## src/rtl/ariane_pkg.sv

```systemverilog
// Shared core package: scoreboard sizing and the Dragon Core VALU writeback entry type.
// Latency: n/a (types and constants only).
// Backpressure: n/a.
package ariane_pkg;

    // Scoreboard transaction ID width shared by all writeback ports.
    localparam int unsigned TRANS_ID_BITS = 3;

    // ---------------------------------------------------------------
    // Dragon Core VALU
    // ---------------------------------------------------------------
    localparam int unsigned VALU_WB_XLEN = 64;

    typedef struct packed {
        logic [VALU_WB_XLEN-1:0]  result;
        logic [TRANS_ID_BITS-1:0] trans_id;
    } valu_wb_entry_t;

endpackage

```

## src/rtl/valu_wb_buffer_if.sv

```systemverilog
// VALU-to-scoreboard writeback bundle: issue-side result handshake plus scoreboard valid/ack port.
// Latency: n/a (wires only).
// Backpressure: valu_ready_o throttles issue; wb_ack_i retires the head entry.
interface valu_wb_buffer_if
    import ariane_pkg::*;
#(
    parameter int unsigned XLEN          = 64,
    parameter int unsigned TRANS_ID_BITS = ariane_pkg::TRANS_ID_BITS
);
    logic                     valu_valid_i;
    logic [31:0]              valu_result_i;
    logic [TRANS_ID_BITS-1:0] valu_trans_id_i;
    logic                     valu_ready_o;
    logic                     wb_valid_o;
    logic [XLEN-1:0]          wb_result_o;
    logic [TRANS_ID_BITS-1:0] wb_trans_id_o;
    logic                     wb_ack_i;
    logic                     overflow_o;

    // Environment side: execute stage and scoreboard.
    modport master (
        output valu_valid_i, valu_result_i, valu_trans_id_i, wb_ack_i,
        input  valu_ready_o, wb_valid_o, wb_result_o, wb_trans_id_o, overflow_o
    );

    // Buffer side.
    modport slave (
        input  valu_valid_i, valu_result_i, valu_trans_id_i, wb_ack_i,
        output valu_ready_o, wb_valid_o, wb_result_o, wb_trans_id_o, overflow_o
    );
endinterface

```

## src/rtl/valu_wb_fifo.sv

```systemverilog
// Generic pointer/count FIFO with synchronous flush; head is read combinationally from storage.
// Latency: 1 cycle from push edge to entry visible at the head; no bypass.
// Backpressure: caller must qualify push with ~full and pop with ~empty.
module valu_wb_fifo #(
    parameter int unsigned WIDTH = 67,
    parameter int unsigned DEPTH = 2
) (
    input  logic                     clk,
    input  logic                     rst_n,
    input  logic                     flush,
    input  logic                     push,
    input  logic [WIDTH-1:0]         wdata,
    input  logic                     pop,
    output logic [WIDTH-1:0]         rdata,
    output logic [$clog2(DEPTH):0]   count,
    output logic                     full,
    output logic                     empty
);
    localparam int unsigned PTR_W = $clog2(DEPTH);
    localparam int unsigned CNT_W = PTR_W + 1;
    localparam logic [CNT_W-1:0] DEPTH_C = CNT_W'(DEPTH);

    logic [WIDTH-1:0] mem [DEPTH];
    logic [PTR_W-1:0] rd_ptr;
    logic [PTR_W-1:0] wr_ptr;

    assign full  = (count == DEPTH_C);
    assign empty = (count == '0);
    assign rdata = mem[rd_ptr];

    // Storage needs no reset: entries are only observed once count says they are live.
    always_ff @(posedge clk) begin
        if (push && !flush) begin
            mem[wr_ptr] <= wdata;
        end
    end

    // Pointers wrap naturally modulo DEPTH (power of two); flush drops everything in flight.
    always_ff @(posedge clk or negedge rst_n) begin
        if (!rst_n) begin
            rd_ptr <= '0;
            wr_ptr <= '0;
            count  <= '0;
        end else if (flush) begin
            rd_ptr <= '0;
            wr_ptr <= '0;
            count  <= '0;
        end else begin
            if (push) begin
                wr_ptr <= wr_ptr + 1'b1;
            end
            if (pop) begin
                rd_ptr <= rd_ptr + 1'b1;
            end
            case ({push, pop})
                2'b10:   count <= count + 1'b1;
                2'b01:   count <= count - 1'b1;
                default: count <= count;
            endcase
        end
    end
endmodule

```

## src/rtl/valu_wb_buffer.sv

```systemverilog
// VALU writeback buffer: extends and queues results with their trans IDs, presents them to the scoreboard.
// Latency: 1 cycle from accepted result to wb_valid_o; results retire strictly in issue order.
// Backpressure: valu_ready_o = not full (registered state only); a valid while full is dropped and flagged sticky.
module valu_wb_buffer
    import ariane_pkg::*;
#(
    parameter int unsigned DEPTH         = 2,
    parameter int unsigned XLEN          = 64,
    parameter int unsigned TRANS_ID_BITS = ariane_pkg::TRANS_ID_BITS,
    parameter bit          SIGN_EXT      = 1'b1
) (
    input  logic              clk_i,
    input  logic              rst_ni,
    input  logic              flush_i,
    valu_wb_buffer_if.slave   bus
);
    localparam int unsigned CNT_W = $clog2(DEPTH) + 1;

    typedef struct packed {
        logic [XLEN-1:0]          result;
        logic [TRANS_ID_BITS-1:0] trans_id;
    } entry_t;

    entry_t           wr_entry;
    entry_t           head;
    logic [XLEN-1:0]  ext_result;
    logic [CNT_W-1:0] count;
    logic             full;
    logic             empty;
    logic             push;
    logic             pop;
    logic             overflow;

    // Widen the 32-bit VALU result on the way in so the stored entry is already scoreboard-ready.
    generate
        if (XLEN > 32) begin : g_ext
            always_comb begin
                ext_result = {{(XLEN-32){SIGN_EXT ? bus.valu_result_i[31] : 1'b0}},
                              bus.valu_result_i};
            end
        end else begin : g_noext
            always_comb begin
                ext_result = bus.valu_result_i;
            end
        end
    endgenerate

    // Handshake qualification; flush wins over both sides, and a pop never frees a slot for a same-cycle push.
    always_comb begin
        wr_entry.result   = ext_result;
        wr_entry.trans_id = bus.valu_trans_id_i;
        push              = bus.valu_valid_i & ~full & ~flush_i;
        pop               = ~empty & bus.wb_ack_i & ~flush_i;
    end

    valu_wb_fifo #(
        .WIDTH ($bits(entry_t)),
        .DEPTH (DEPTH)
    ) u_fifo (
        .clk   (clk_i),
        .rst_n (rst_ni),
        .flush (flush_i),
        .push  (push),
        .wdata (wr_entry),
        .pop   (pop),
        .rdata (head),
        .count (count),
        .full  (full),
        .empty (empty)
    );

    // Sticky overflow: issue broke the ready contract; only reset clears it, flush does not.
    always_ff @(posedge clk_i or negedge rst_ni) begin
        if (!rst_ni) begin
            overflow <= 1'b0;
        end else if (bus.valu_valid_i && full) begin
            overflow <= 1'b1;
        end
    end

    // Outputs are gated by occupancy so stale storage never leaks out, including during reset.
    always_comb begin
        bus.valu_ready_o  = ~full;
        bus.wb_valid_o    = ~empty;
        bus.wb_result_o   = empty ? '0 : head.result;
        bus.wb_trans_id_o = empty ? '0 : head.trans_id;
        bus.overflow_o    = overflow;
    end
endmodule

```

## src/flat_wrapper.sv

```systemverilog
// flat-port wrapper written by rule: the top's interface ports become plain ports
module valu_wb_buffer_flat import ariane_pkg::*;
#(
    parameter int unsigned DEPTH         = 2,
    parameter int unsigned XLEN          = 64,
    parameter int unsigned TRANS_ID_BITS = ariane_pkg::TRANS_ID_BITS,
    parameter bit          SIGN_EXT      = 1'b1
)
  (clk_i, rst_ni, flush_i, bus_valu_valid_i, bus_valu_result_i, bus_valu_trans_id_i, bus_wb_ack_i, bus_valu_ready_o, bus_wb_valid_o, bus_wb_result_o, bus_wb_trans_id_o, bus_overflow_o);
  valu_wb_buffer_if #(.XLEN(XLEN), .TRANS_ID_BITS(TRANS_ID_BITS)) bus_i ();
  input  logic clk_i;
  input  logic rst_ni;
  input  logic flush_i;
  input wire logic [$bits(bus_i.valu_valid_i)-1:0] bus_valu_valid_i;
  input wire logic [$bits(bus_i.valu_result_i)-1:0] bus_valu_result_i;
  input wire logic [$bits(bus_i.valu_trans_id_i)-1:0] bus_valu_trans_id_i;
  input wire logic [$bits(bus_i.wb_ack_i)-1:0] bus_wb_ack_i;
  output wire logic [$bits(bus_i.valu_ready_o)-1:0] bus_valu_ready_o;
  output wire logic [$bits(bus_i.wb_valid_o)-1:0] bus_wb_valid_o;
  output wire logic [$bits(bus_i.wb_result_o)-1:0] bus_wb_result_o;
  output wire logic [$bits(bus_i.wb_trans_id_o)-1:0] bus_wb_trans_id_o;
  output wire logic [$bits(bus_i.overflow_o)-1:0] bus_overflow_o;
  assign bus_i.valu_valid_i = bus_valu_valid_i;
  assign bus_i.valu_result_i = bus_valu_result_i;
  assign bus_i.valu_trans_id_i = bus_valu_trans_id_i;
  assign bus_i.wb_ack_i = bus_wb_ack_i;
  assign bus_valu_ready_o = bus_i.valu_ready_o;
  assign bus_wb_valid_o = bus_i.wb_valid_o;
  assign bus_wb_result_o = bus_i.wb_result_o;
  assign bus_wb_trans_id_o = bus_i.wb_trans_id_o;
  assign bus_overflow_o = bus_i.overflow_o;
  valu_wb_buffer #(.DEPTH(DEPTH), .XLEN(XLEN), .TRANS_ID_BITS(TRANS_ID_BITS), .SIGN_EXT(SIGN_EXT)) u_core (.clk_i(clk_i), .rst_ni(rst_ni), .flush_i(flush_i), .bus(bus_i));
endmodule
```

## config.mk

```make
export PLATFORM = sky130hd
export DESIGN_NAME = valu_wb_buffer_flat
export DESIGN_NICKNAME = d
export VERILOG_FILES = /design/src/rtl/ariane_pkg.sv /design/src/rtl/valu_wb_buffer_if.sv /design/src/rtl/valu_wb_fifo.sv /design/src/rtl/valu_wb_buffer.sv /design/src/flat_wrapper.sv
export SDC_FILE = /design/constraint.sdc
export NUM_CORES = 1
export LEC_CHECK = 0
export CAP_MARGIN = 10
export CORE_UTILIZATION = 50
export DETAILED_ROUTE_END_ITERATION = 8
export PLACE_DENSITY = 0.77
export SLEW_MARGIN = 20
export SYNTH_ARGS = -nofsm -noshare
export SYNTH_HDL_FRONTEND = slang
export SYNTH_HIERARCHICAL = 1
export SYNTH_SLANG_ARGS = --single-unit
```

## constraint.sdc

```tcl
create_clock -name clk_i -period 8.3 [get_ports clk_i]
set_input_delay 2.49 -clock clk_i [delete_from_list [all_inputs] [get_ports clk_i]]
set_output_delay 2.49 -clock clk_i [all_outputs]
set_load 0.005 [all_outputs]
```

==> results of run 1 <==
[path summary, 6_finish.rpt]
kind	slack, ns	start	to	cells past startpoint
max in group asynchronous	5.76	rst_ni	u_core/u_fifo/rd_ptr	1
worst min register to register	0.45	u_core/bus.overflow_o	u_core/bus.overflow_o	1
worst min-delay path	0.45	u_core/bus.overflow_o	u_core/bus.overflow_o	1
min in group asynchronous	2.31	rst_ni	u_core/u_fifo/wr_ptr	1
worst max register to register	5.23	u_core/u_fifo/count[1]	u_core/u_fifo/mem[1][32]	4
worst max-delay path	3.13	flush_i	u_core/u_fifo/mem[1][32]	4
[metrics by stage]
stage,instances,utilization,setup WS (ns)
final,577,0.673,3.13
after detailed placement,548,0.627,2.74
after CTS,577,0.673,3.12
after global placement,548,0.627,2.89
after global routing,577,0.673,2.94
after floorplan,310,-,2.16
[cell usage after synthesis (all sizes together)]
library cell and number:
buf 15, nor2 4, mux2 67, xnor2 2, a21o 1, nor3 2
and3b 2, nor3b 5, edfxtp 134, and2 1, dfrtp 5, o21ai 1
xor2 1, nor2b 68, inv 2
[logic make-up (layout without fill, tap and decap cells)]
kind of cell / Yosys count / after routing
xor gates and xnor gates: 3 / 3
muxes: 67 / 67
DFF: 139 / 139
AOI/OAI and AO/OA: 2 / 2
buffers and inverters: 17 / 144
and+or+nand+nor: 82 / 82
[layer usage]
metal | global-route usage | part of all wire | wire length (µm) | vias to the layer above
li1 | - | - | - | 1379
met1 | 0.224 | 0.45 | 4330 | 1446
met2 | 0.285 | 0.50 | 4870 | 75
met3 | 0.0458 | 0.042 | 404 | 7
met4 | 0.0811 | 0.011 | 110 | 0
met5 | 0 | 0 | 0 | -
[where the power goes]
part,switching [mW],internal [mW],total [mW]
Clock,0.253,0.398,0.651
Combinational,0.0749,0.122,0.196
Sequential,0.0166,0.792,0.809
[layout make-up]
cell class	instances	area [µm²]
clock inverters	12	85.1
fillers	789	3570
inverters	2	7.51
multi-input cells	154	1400
clock buffers	17	425
repair buffers	113	1120
flip-flops and latches	139	4150
well taps	140	175
[state kept, by name (all words and copies together) (netlist names)]
signal,count
u_core/u_fifo/wr_ptr,1
u_core/u_fifo/mem,134
u_core/u_fifo/count,2
u_core/bus.overflow_o,1
u_core/u_fifo/rd_ptr,1
==> run summary, run 1 <==
The cell area after placement is just under 7000 µm². The number of unique standard cell types used by synthesis came out at 19. The signal on the critical path passes through clkdlybuf4s50_1, nor3b_1, and3b_2, buf_4. After synthesis, the cell types taking the most area are sky130_fd_sc_hd__edfxtp_1 71%, sky130_fd_sc_hd__mux2_2 9.4%, sky130_fd_sc_hd__nor2b_1 7.5%. The number of nets produced by synthesis is 350. After synthesis the netlist holds a flip-flop and latch count of approximately 140. The total chip power came out at around 1.7 mW. The initial antenna violation count is 0. The area of the core is approximately 11,000 µm². The commonest non-fill, non-tap cell in the layout is sky130_fd_sc_hd__edfxtp_1. The number of antenna diodes in the final layout is 0. The portion of synthesized cell area occupied by the leading cell type is 0.712. The xor/xnor share of the synthesized area is 0.00465. The mean post-synth cell area is approximately 18 µm². The global-route wire length before repair came out at 15,000 µm. The residual antenna-violating net count after detailed routing is 0.

The die is around 110 µm wide. The net total in the final layout came out at between 400 and 500. In this run, the number of DRC markers left after iteration 0 of detailed routing was roughly 140.

The source-to-sink clock delay at the later pin of the worst-skew pair is 0.40 ns. The data arrival time of the critical path came out at approximately 5.2 ns. The cell area after synthesis came out at about 5700 µm². The top achievable clock speed is a little under 200 MHz.

The fraction of final layout cells with drive strength greater than 1 came out at 0.231. The total routed wirelength is 9710 µm. The hold buffer count at cts came out at 0. The total setup buffers inserted after CTS is 0. The count of vias placed by the detailed router is around 2,900.

The gate count of the mapped netlist came out at 310. The detailed placement HPWL came out at roughly 5600 µm. The largest family of logic cells by synthesized area is multiplexers. The portion of synthesized area spent on multiplexers is 0.147. The total power divided by cell area came out at around 230 nW/µm². The aggregate global routing overflow is 0.

The cell at the slowest stage of the critical path is sky130_fd_sc_hd__and3b_2. Among cell families on the critical path, the largest total delay comes from simple AND/OR/NAND/NOR gates. The number of buffers on the longest clock path came out at 2. The worst-path maximum fanout is 35.

The tree is rooted in a sky130_fd_sc_hd__clkbuf_16. The number of CTS-inserted buffers is 17. The floorplan has 38 rows. The count of input and output buffers came out at between 100 and 150. For the pin with the worst max-slew slack, the measured transition is around 1.1 ns.

Setup repair after global routing left no endpoint under its margin. The worst pin sits at a relative slew slack of 0.276. TritonCTS built the clock tree. The library cell with the largest summed area after synthesis is sky130_fd_sc_hd__edfxtp_1. The class of the tightest hold or removal check is register to register. The leakage power of the design is approximately 2.4 nW.

After clock tree synthesis, the clock-pin slew on the worst setup and hold paths is roughly 0.050 ns. The kind of start point of the critical path is an input pin. The sum of negative setup slack is 0 ns.

In the final routed layout, each cell accounts on average for between 15 and 20 µm. In the routed design, unresolved DRC markers number 0. The clock tree synthesis step divided the H-tree into 4 levels. The minimum period implied by the final worst setup slack came out at roughly 5.2 ns. The critical path's largest stage delay came out at roughly 0.86 ns. The number of endpoints failing setup at the final stage is 0. The final hold slack came out at ~0.45 ns. The global-route total usage across every layer came out at 0.176.

Of the total synthesized cell area, the portion taken by full adders, half adders and majority gates is 0. The library cells used most frequently in the layout, excluding fill and tap cells, are 134 x sky130_fd_sc_hd__edfxtp_1, 108 x sky130_fd_sc_hd__clkdlybuf4s50_1, 68 x sky130_fd_sc_hd__nor2b_1, 47 x sky130_fd_sc_hd__mux2_2, 20 x sky130_fd_sc_hd__mux2_4. For the worst setup path, the data required time is between 8 and 9 ns. The area growth from synthesis to layout came out at 30.2%.

The number of I/O pins came out at 110. In this run the vertical extent of the chip is between 100 and 150 µm. The pin count of the biggest net entering global routing is just under 70. The initial utilization of the core area, before any placement, comes to 0.517. The congestion estimate from routability-driven global placement came to 0.690.

The via-per-instance ratio is 5.04. The category of the critical setup timing path is input pin to register. The Yosys step of the flow raised 6 warnings. Across the run, the number of max-cap violations was 0. For this run, the register share of the synthesized area comes to 0.734. The final hold violation count is 0. The die covers approximately 12,000 µm². The clock net sink count came out at roughly 140. The final worst clock skew came out at slightly below 0.007 ns. The final standard cell area without fillers came out at approximately 7400 µm². The share of synthesized cell area in and, or, nand and nor gates is 0.0905. The synthesized-area fraction occupied by ao, oa, aoi and oai cells was 0.00221.

The number of optimization iterations in the first detailed-route pass is 4. The run finished with clean final reports. The via count of the first global-routing pass came to 2,943. The combined buffer and inverter count along the critical path came out at 2.

The max-slew violation count is 0. STA classifies the critical path endpoint as a register. The worst-case IR drop observed on VDD is 0.000120 V. The number of resized instances in the post-cts repair step came out at 0. The share of the clock period used by the worst path after layout is 0.623.
Power figures use the tool's default switching activity.
==> run 2: changes to the inputs <==
Settings changed: CORE_UTILIZATION 50 to 48, PLACE_DENSITY 0.77 to 0.78.
Clock period 8.3 ns to 4.4 ns, I/O delays scaled along.
==> run summary, run 2 (synthesis results as in run 1) <==
The run finished with clean final reports. The fraction of final layout cells with drive strength greater than 1 came out at 0.238. The critical path is of the register to output pin type. The met3 demand-to-capacity share in global routing came out at 0.0434. The via-per-instance ratio came out at between 5 and 6. For this configuration, the core starts out at a cell density of 0.493. The max-slew violation count is 0.

Headroom to the max-slew limit came out at 0.349. The count of input and output buffers came out at 109. The cell at the slowest stage of the critical path is sky130_fd_sc_hd__dfrtp_4.

The routability-driven placement congestion ratio is between 0.6 and 0.7. In this run the clock root is driven by a sky130_fd_sc_hd__clkbuf_16. The pin slew with the least headroom to its limit is roughly 0.98 ns. Clock-pin slew was measured on the worst setup and hold paths at 0.06 ns.

In this run the most used layer during global routing was met2. TritonCTS built the clock tree. The die is about 110 µm wide. STA puts the critical path data required time at 3.08 ns. For met2 alone, demand over resource in global routing was 0.260. Along the worst path, the maximum fanout reaches 37. The aggregate global routing overflow came out at 0. The final route contains between 2,000 and 3,000 vias.

Setup violations remaining at the end of the flow were counted as 0. The total instance count after detailed placement is approximately 550. The vertical die dimension came out at ~110 µm. The total routed wirelength is 9510 µm. For this run, the total global-route usage over all layers was measured as 0.163. The number of diodes is 0.

The net total in the final layout came out at around 470. For this run, global-route usage on met1 was measured as 0.212. The average routed wire per standard cell is approximately 16 µm. STA classifies the critical path endpoint as an output pin. For the worst-skew pair, the clock arrives at the later sink with an insertion delay of 0.40 ns. In this design, the stage delay of the slowest critical-path cell is slightly below 0.8 ns. The H-tree was split into 4 levels. The detailed placement HPWL came out at 5530 µm. The library cell used most frequently in the layout, excluding fill and tap cells, is sky130_fd_sc_hd__edfxtp_1. The worst path meets setup with roughly 0.60 ns of slack. The area enclosed by the die boundary came out at 12,200 µm². The tightest min-delay check is of the register to register type. The via count of the first global-routing pass is ~3,000. The clock drives 139 sinks. The hold buffer count at cts is 0. The global-route wire length before repair is between 15,000 and 20,000 µm. The worst reg-to-reg setup slack came out at ~2 ns. The total power divided by cell area came out at about 440 nW/µm². The residual antenna-violating net count after detailed routing came out at 0. The violation count after the first detailed-route iteration came out at between 150 and 200. The initial antenna violation count was 0. The capture instance of the worst register-to-register path is u_core/u_fifo/mem[1][62]. The register with the most flip-flops in the final layout is u_core/u_fifo/mem. The minimum period implied by the final worst setup slack came out at ~3.8 ns. In this run the worst setup path terminates at bus_wb_result_o[59].

The final worst clock skew is around 0.0042 ns. The placement row count is 39. The number of buffers on the longest clock path is 2. The startpoint identified for the worst register-to-register timing path is u_core/u_fifo/count[1]. The final hold violation count is 0. For this run, the top clock speed supported by timing is around 260 MHz.

The number of resized instances in the post-cts repair step came out at 0. The pin count of the biggest net entering global routing came out at 68. The data arrival time of the critical path came out at between 2 and 2.5 ns. The kind of start point of the critical path is a register. The final routed DRC violation total is 0. The number of CTS-inserted buffers is 17. The number of standard cells in the layout, taps in and fillers out is 584.

The flip-flop count of the largest register after layout came out at 134. The largest registers in the layout are u_core/u_fifo/mem: 134 flops, u_core/u_fifo/count: 2 flops. The number of I/O pins came out at 110. The max-cap violation count came out at 0. The area growth from synthesis to layout came out at 32.4%. The area of the core came out at 11,500 µm². The sum of negative setup slack is 0 ns. The post-place setup slack came out at between 0.6 and 0.7 ns. After clock tree synthesis, the setup repair step added 0 buffers. Setup repair after global routing left no endpoint under its margin. Leaving out fill and tap cells, the most frequent cells in the layout are 134 x sky130_fd_sc_hd__edfxtp_1, 108 x sky130_fd_sc_hd__clkdlybuf4s50_1, 68 x sky130_fd_sc_hd__nor2b_1, 47 x sky130_fd_sc_hd__mux2_2, 20 x sky130_fd_sc_hd__mux2_4. The number of optimization iterations in the first detailed-route pass is 4.

For this design the static power due to leakage is between 2 and 2.5 nW. The maximum VDD drop is between 0.0002 and 0.0003 V. The signal on the critical path passes through buf_12, mux2_2, nor2b_1, clkdlybuf4s50_1.

The worst register-to-register path has a depth of 4. Tracing the worst setup path back leads to its startpoint at u_core/u_fifo/rd_ptr. In the finished design, the share of the clock period the worst path needs comes to 0.863.
==> run 2: metrics by stage <==
step | instance area [µm²] | total power [mW] | util | hold slack [ns]
4_1_cts | 7480 | 3.31 | 0.652 | 0.458
5_1_grt | 7480 | 3.39 | 0.652 | 0.495
3_3_place_gp | 6900 | 1.92 | 0.602 | 0.440
2_1_floorplan | 5660 | 1.71 | - | 0.451
6_report | 7480 | 3.27 | 0.652 | 0.463
3_5_place_dp | 6900 | 1.93 | 0.602 | 0.445
==> run 2: worst min-delay path by stage <==
stage,cells past startpoint,slack (ns),from,to
after floorplan,1,0.45,u_core/bus.overflow_o,u_core/bus.overflow_o
after global placement,1,0.44,u_core/bus.overflow_o,u_core/bus.overflow_o
after detailed placement,1,0.45,u_core/bus.overflow_o,u_core/bus.overflow_o
after CTS,1,0.46,u_core/bus.overflow_o,u_core/bus.overflow_o
after global routing,1,0.50,u_core/bus.overflow_o,u_core/bus.overflow_o
final,1,0.46,u_core/bus.overflow_o,u_core/bus.overflow_o
==> run 2: cell type report <==
cell class	count	area [µm²]
clock buffers	17	425
clock inverters	15	156
fillers	815	3990
inverters	2	7.51
multi-input cells	154	1400
flip-flops and latches	139	4150
well taps	143	179
repair buffers	114	1160
==> run 2: worst max-delay path, delay by kind of cell (launching register included) <==
family        cells  cell delay [ns]
buf+inv           2             0.79
flops             1             0.77
mux               1             0.36
simple gates      1             0.14
==> run 2: power breakdown <==
group	internal, mW	switching, mW	leakage [nW]
Sequential	1.49	0.0224	1.28
Combinational	0.235	0.150	0.937
Clock	0.878	0.493	0.278
Total	2.61	0.666	2.49
==> run 2: metal layers <==
layer	wire length (µm)	up-vias
li1	-	1384
met1	4270	1459
met2	4750	77
met3	391	9
met4	96	0
met5	0	-
